$ cat config.mk
export PLATFORM = sky130hd
export DESIGN_NAME = tmp_decim
export DESIGN_NICKNAME = d
export VERILOG_FILES = /design/src/rtl/tmp_decim.sv
export SDC_FILE = /design/constraint.sdc
export NUM_CORES = 1
export LEC_CHECK = 0
export CAP_MARGIN = 10
export CORE_MARGIN = 5
export CORE_UTILIZATION = 50
export DETAILED_ROUTE_END_ITERATION = 10
export PLACE_DENSITY_LB_ADDON = 0.15
export SLEW_MARGIN = 0
export SYNTH_ARGS = -nofsm -noshare
export SYNTH_HDL_FRONTEND = slang
export SYNTH_SLANG_ARGS = --single-unit
$ cat constraint.sdc
create_clock -name clk -period 3.3 [get_ports clk]
set_input_delay 0.495 -clock clk [delete_from_list [all_inputs] [get_ports clk]]
set_output_delay 0.495 -clock clk [all_outputs]
set_load 0.01 [all_outputs]
$ cat src/rtl/tmp_decim.sv
`default_nettype none
// ============================================================================
//  Module      : tmp_decim
//  Description : Pump-event decimator for the temperature-sensor sequencer.
//                Counts source pumps over a fixed window of N = 2^WIN_LOG2
//                pump events (source + sink toggles). Each window result is
//                presented as a ones-density code on a valid/ack handshake.
//  Revision    : 1.0 - initial release
// ----------------------------------------------------------------------------
//  Parameters
//    WIN_LOG2    window length N = 2^WIN_LOG2 pump events (2..10)
//    SETTLE_EVT  pump events discarded after bias setup, before first window
//  Ports
//    clk         rising-edge clock
//    reset       synchronous active-low reset (0 = reset)
//    setup_bias  1 = hold idle / abort the current window
//    src_tgl     source-pump toggle; each level change is one source event
//    snk_tgl     sink-pump toggle; each level change is one sink event
//    code        source count of the last closed window (0..N)
//    code_valid  code holds an unacknowledged result
//    code_ack    consumer accepts code when code_valid & code_ack
//    busy        1 while settling or accumulating
//    overrun     sticky: a window closed while code_valid was still high
//  Build option
//    TMP_DECIM_AVG_EN  when defined, code is the rounded mean of the current
//                      and previous window counts
// ============================================================================
module tmp_decim #(
    parameter int WIN_LOG2   = 6,
    parameter int SETTLE_EVT = 8
) (
    input  logic                clk,
    input  logic                reset,
    input  logic                setup_bias,
    input  logic                src_tgl,
    input  logic                snk_tgl,
    output logic [WIN_LOG2:0]   code,
    output logic                code_valid,
    input  logic                code_ack,
    output logic                busy,
    output logic                overrun
);

    localparam int              CW            = WIN_LOG2 + 1;
    localparam logic [CW-1:0]   c_win_n       = {1'b1, {WIN_LOG2{1'b0}}};
    localparam logic [8:0]      c_settle_evt  = 9'(SETTLE_EVT);
    localparam bit              c_settle_en   = (SETTLE_EVT > 0);

    typedef enum logic [1:0] {
        S_IDLE   = 2'd0,
        S_SETTLE = 2'd1,
        S_ACCUM  = 2'd2,
        S_DUMP   = 2'd3
    } state_t;

    state_t          r_state;
    state_t          w_state_nxt;
    logic            r_src_q;
    logic            r_snk_q;
    logic [CW-1:0]   r_evt_cnt;
    logic [CW-1:0]   r_src_cnt;
    logic [7:0]      r_settle_cnt;

    logic            w_src_evt;
    logic            w_snk_evt;
    logic [1:0]      w_evt_inc;
    logic [CW-1:0]   w_evt_nxt;
    logic            w_close;
    logic [CW-1:0]   w_src_nxt;
    logic [8:0]      w_settle_nxt;
    logic [CW-1:0]   w_dump_code;

    assign w_src_evt    = src_tgl ^ r_src_q;
    assign w_snk_evt    = snk_tgl ^ r_snk_q;
    assign w_evt_inc    = {1'b0, w_src_evt} + {1'b0, w_snk_evt};
    assign w_evt_nxt    = r_evt_cnt + CW'(w_evt_inc);
    // A sink event that would push the count to N+1 on the closing cycle is
    // simply never looked at again: the event count is cleared in DUMP.
    assign w_close      = (w_evt_nxt >= c_win_n);
    assign w_src_nxt    = (r_src_cnt >= c_win_n) ? c_win_n
                                                 : r_src_cnt + CW'(w_src_evt);
    assign w_settle_nxt = {1'b0, r_settle_cnt} + {7'b0, w_evt_inc};

`ifdef TMP_DECIM_AVG_EN
    logic [CW-1:0]   r_prev;
    logic            r_prev_vld;
    logic [CW:0]     w_avg_sum;

    // First window after IDLE averages with itself, i.e. passes through.
    assign w_avg_sum   = {1'b0, r_src_cnt}
                       + {1'b0, (r_prev_vld ? r_prev : r_src_cnt)}
                       + {{CW{1'b0}}, 1'b1};
    assign w_dump_code = CW'(w_avg_sum >> 1);

    always_ff @(posedge clk) begin
        if (!reset || r_state == S_IDLE) begin
            r_prev     <= '0;
            r_prev_vld <= 1'b0;
        end else if (r_state == S_DUMP && !setup_bias) begin
            r_prev     <= r_src_cnt;
            r_prev_vld <= 1'b1;
        end
    end
`else
    assign w_dump_code = r_src_cnt;
`endif

    always_comb begin
        w_state_nxt = r_state;
        case (r_state)
            S_IDLE:   if (!setup_bias)
                          w_state_nxt = c_settle_en ? S_SETTLE : S_ACCUM;
            S_SETTLE: if (setup_bias)                        w_state_nxt = S_IDLE;
                      else if (w_settle_nxt >= c_settle_evt) w_state_nxt = S_ACCUM;
            S_ACCUM:  if (setup_bias)                        w_state_nxt = S_IDLE;
                      else if (w_close)                      w_state_nxt = S_DUMP;
            S_DUMP:   w_state_nxt = setup_bias ? S_IDLE : S_ACCUM;
            default:  w_state_nxt = S_IDLE;
        endcase
    end

    always_ff @(posedge clk) begin
        if (!reset) begin
            r_state      <= S_IDLE;
            // Track input levels so release from reset sees no phantom edge.
            r_src_q      <= src_tgl;
            r_snk_q      <= snk_tgl;
            r_evt_cnt    <= '0;
            r_src_cnt    <= '0;
            r_settle_cnt <= '0;
            code         <= '0;
            code_valid   <= 1'b0;
            busy         <= 1'b0;
            overrun      <= 1'b0;
        end else begin
            r_src_q <= src_tgl;
            r_snk_q <= snk_tgl;
            r_state <= w_state_nxt;
            busy    <= (w_state_nxt == S_SETTLE) || (w_state_nxt == S_ACCUM);

            if (code_valid && code_ack)
                code_valid <= 1'b0;

            case (r_state)
                S_IDLE: begin
                    r_evt_cnt    <= '0;
                    r_src_cnt    <= '0;
                    r_settle_cnt <= '0;
                end
                S_SETTLE: begin
                    r_settle_cnt <= w_settle_nxt[7:0];
                end
                S_ACCUM: begin
                    r_evt_cnt <= w_evt_nxt;
                    r_src_cnt <= w_src_nxt;
                end
                S_DUMP: begin
                    if (!setup_bias) begin
                        // Ack in this same cycle retires the old code, so
                        // only an unacked pending result counts as overrun.
                        code       <= w_dump_code;
                        code_valid <= 1'b1;
                        if (code_valid && !code_ack)
                            overrun <= 1'b1;
                    end
                    // Events seen during DUMP open the next window.
                    r_evt_cnt <= CW'(w_evt_inc);
                    r_src_cnt <= CW'(w_src_evt);
                end
                default: ;
            endcase
        end
    end

endmodule
`default_nettype wire

* After elaboration in Yosys (flattened, before gate mapping)
Index checks and enable logic that the tools add are counted.
** Cells by class
- $add $sub $neg :: 4
- Magnitude comparators :: 3
- Equality and inequality tests :: 5
- Multiplexer cells :: 14
- Bitwise operators :: 3
- Reduce and logical (&&, ||, !) cells :: 9
** Operators with widths (count)
- $pmux 7 s3 :: 2
- $pmux 8 s2 :: 1
- $ge 7x7->1 const B :: 2
- $mux 2 :: 6
- $add 8x2->9 :: 1
- $ge 9x4->1 const B :: 1
- $pmux 2 s4 :: 1
- $add 7x1->7 :: 1
- $add 7x2->7 :: 1
- $mux 7 :: 1
- $eq 2x2->1 const B :: 3
- $eq 2x1->1 const B :: 2
- $mux 1 :: 3
- $reduce_and 3->1 :: 1
- $reduce_bool 3->1 :: 1
- $add 1x1->2 :: 1
- $logic_and 1x1->1 :: 2
- $logic_not 2->1 :: 1
- $reduce_and 2->1 :: 1
- $reduce_bool 2->1 :: 1
- $xor 1x1->1 :: 2
- $logic_not 1->1 :: 1
- $logic_or 1x1->1 :: 1
- $not 1->1 :: 1
** Word-level totals
- Register bits after elaboration :: 36
- Output and inout port bits :: 10
- Word-level logic and storage cells :: 48

* Logic depth before layout (Yosys ltp)
- Depth in word-level cells :: 9
- Gate-level depth with buffers :: 11
- Gate-level depth less buffers :: 11

* Worst setup path before layout
No wires, ideal clock.
- Path type :: input to register
- Start point :: input port src_tgl
- End point :: register r_state[0]
- Arrival :: 2.267 ns
- Required time :: 3.178 ns
- Setup slack :: 0.911 ns
- Stages :: 10
- Buffers on the path :: 0
- Cells stage by stage :: xnor2_2 > inv_2 > ha_1 > ha_1 > and2_1 > a32o_2 > nand3_2 > xor2_1 > and4_4 > o311a_1
** On the way
- Cells in the longest elaborated chain, start to end :: 7
- Elaborated cells on any way between the ends :: 11
- Those cells by class :: add/sub: 3; order compare: 2; mux: 5; bitwise: 1
** Ends and longest elaborated chain
- start, declared :: RTL line 35 : input logic src_tgl,
- $xor 1x1->1 * :: RTL line 73 : assign w_src_evt = src_tgl ^ r_src_q;
- $add 1x1->2 * :: RTL line 75 : assign w_evt_inc = {1'b0, w_src_evt} + {1'b0, w_snk_evt};
- $add 8x2->9 / $add 7x2->7 (equally long branches) :: RTL line 82, 76
- $ge 9x4->1 / $ge 7x7->1 (equally long branches) :: RTL line 114, 79
- $mux 2 (on tied branches) :: RTL line 114, 116
- $mux 2 (on tied branches) :: RTL line 113, 115
- $pmux 2 s4 * :: RTL line 110 : case (r_state)
- end signal, assigned :: RTL line 138 : r_state <= w_state_nxt;
- end, declared :: RTL line 56 : state_t r_state;
Every way passes the cells marked *; elsewhere a longest branch is shown, timed or not.
A chain may end at the register's enable or synchronous reset.

* Final worst setup path
Same ends and word-level chain as after synthesis.

==> results by group <==
Finish
  • Finished layout cell area: about 0.002 mm²
  • Antenna cells: 0
  • Most frequent cells in the layout: dfxtp_1, nor2b_1, o21ai_0
  • # nets final: around 220
  • Commonest non-fill, non-tap cell in the layout: dfxtp_1
  • Util after Layout: 0.590
  • Layout area overhead: 13.1%
  • Share of cells above drive strength 1: 0.0952

Drt
  • Routed wire per std cell: 13.5 µm
  • Pre-antenna DRT Iters: 4
  • Starting DRT DRC Count: about 70
  • Post-route ant nets: 0
  • Via count: roughly 1400
  • Drt via density: approximately 5.4
  • Post-Route WL: ~3500 µm
  • DRC: 0

Critical path
  • Crit path DAT: approximately 3 ns
  • CP startpoint kind: input port
  • Crit path required time: between 3 and 4 ns
  • Crit Path Class: input port to flip-flop
  • Cell Chain, Critical Path: clkdlybuf4s50_1, xnor2_2, inv_2, ha_1, ha_1, ha_1, nand3_1, o31ai_2, nand3_1, o31ai_1, and4_4, o311a_1
  • Most Frequent Cell on Critical Path: ha_1
  • Crit-path slowest cell: clkdlybuf4s50_1
  • CP max FO: 6
  • Setup crit end kind: flip-flop
  • CP max stage delay: ~0.47 ns

GRT
  • Vias in the first global route: about 1300
  • Busiest grt layer: met2
  • GR Util met3: 0.0333
  • Largest net degree at the start of global routing: 20
  • M2 GR Usage: 0.238
  • Global-route wire length before repair: a little under 6000 µm
  • Total grt overflow: 0
  • GRT Util Overall: 0.147
  • Grt met1 use: 0.185
  • Initial antenna violation count: 0

Floorplanning
  • Number of I/O pins: 16
  • Starting Density: 0.522
  • Die Span Y: a little under 70 µm
  • Core Rows: 21
  • Core Area: about 0.0034 mm²
  • Die area: 0.00483 mm²
  • Die width: just under 70 µm

Placed design
  • Placer Congestion: about 0.78
  • DP HPWL: around 2500 µm
  • Port Buffers: 15
  • Dpl ws: around 0.18 ns
  • Area post-placement: ~0.0019 mm²

Pwr
  • Pwr/cell area: around 380 mW/mm²
  • Leak: 0.783 nW
  • VDD IR max: around 260 µV
  • Total power: ~0.75 mW

STA
  • Final setup margin: between 0.5 and 0.6 ns
  • Fin crit share: 0.835
  • Achievable Freq: 363 MHz
  • Final Max Slew Viols: 0
  • Worst Skew: 0.00718 ns
  • Setup Total Neg Slack: 0 ns
  • Worst Tran Pin Value: 0.764 ns
  • Final setup viols: 0
  • Minimum clock period: about 2.8 ns
  • Final hold viol count: 0
  • Unrepaired setup endpoints after global routing: false
  • Max-slew headroom: 0.488

Synth
  • Register area share after synthesis: 0.408
  • Post-synth top area cell: dfxtp_1
  • Ranking of synthesized cells by area: dfxtp_1, nor2b_1, o21ai_0, ha_1, mux2i_1
  • #FFs+latches synth: 36
  • Ys async rst share: 0
  • Mapped Avg Cell Area: between 9 and 10 µm²
  • Synth Flop Type: dfxtp_1
  • Net Count, Synth: 206
  • Ys Warns: 0
  • Yosys top cell area share: 0.408
  • Number of flops mapped to enable cells by yosys: 0
  • Post-synth cell types: 39
  • Mapped Area: approximately 0.0018 mm²
  • Syn Inst Count: about 190

CTS
  • CTS hold repair buffers: 0
  • CTS H-tree depth: 2
  • Root buf cell: clkbuf_4
  • # clock sinks: 36
  • CTS Buf Count: 5
  • Post-CTS setup buffer count: 0
  • CTS Buffer Depth: 2
  • CTS tree: built
  • Clk Latency, worst-skew pair: 0.34 ns
  • Clock-pin slew on the worst setup and hold paths: roughly 0.11 ns
  • Post-CTS resize count: 0

Run status
  • Outcome: finished, final reports clean

Worst hold path
  • Worst min path class: flip-flop to flip-flop

Flow run
  • Max Cap Viol: 0
==> cell usage after synthesis, types with 4 or more instances <==
cell type,count
a21boi_0,5
a21oi_1,8
a22oi_1,8
and2_1,5
clkbuf_1,6
dfxtp_1,36
ha_1,6
mux2i_1,7
nand2_1,7
nand3_1,5
nand4_1,4
nor2_1,14
nor2b_1,19
o21ai_0,16
xor2_1,5
==> final timing paths <==
check,from,end,slack [ns],depth (start not counted)
max,src_tgl,r_state[0],0.55,12
min reg2reg,overrun,overrun,0.48,1
min,overrun,overrun,0.48,1
max reg2reg,r_src_q,r_state[0],0.83,11
==> sequential cells by signal, summed over array words and instances, names as in the netlist <==
signal        cells
r_snk_q           1
code_valid        1
overrun           1
code              7
busy              1
r_src_q           1
r_state           2
r_settle_cnt      8
r_evt_cnt         7
r_src_cnt         7
==> power by group <==
group / internal, mW / switching (mW) / leakage (nW)
registers: 0.438 / 0.00450 / 0.291
logic: 0.0279 / 0.0309 / 0.453
clock network: 0.101 / 0.147 / 0.0380
total: 0.567 / 0.183 / 0.783
==> layer usage <==
layer,up-vias,wire (µm)
met4,0,65
li1,718,-
met5,-,0
met2,24,1660
met1,638,1620
met3,7,125
==> kinds of logic after synthesis <==
group,count (synthesis),synth area share
multiplexers,9,0.0524
buffers and inverters,13,0.0361
flip-flops,36,0.408
adder cells (fa/ha/maj),6,0.0425
AND/OR/NAND/NOR,72,0.229
AO/OA/AOI/OAI,48,0.174
XOR/XNOR,10,0.0580
==> final cells by class <==
class	instances	area, µm²
Clock inverter	2	10.0
Clock buffer	6	51.3
Sequential cell	36	721
Timing Repair Buffer	16	158
Multi-Input combinational cell	145	983
Tap cell	46	57.6
Fill cell	286	1390
Inverter	5	18.8
==> metrics by stage <==
| step | cells | hold WS (ns) |
|---|---|---|
| after floorplan | 194 | 0.465 |
| after global placement | 248 | 0.448 |
| after detailed placement | 248 | 0.463 |
| after CTS | 256 | 0.490 |
| after global routing | 256 | 0.504 |
| final | 256 | 0.481 |
==> worst max-delay path, delay by kind of cell <==
family / cells / cell delay [ns]
adders and majority gates: 3 / 0.73
buffers and inverters: 2 / 0.57
AOI/OAI and AO/OA: 3 / 0.54
and+or+nand+nor: 3 / 0.43
xor gates and xnor gates: 1 / 0.22
(Power assumes the default switching activity.)
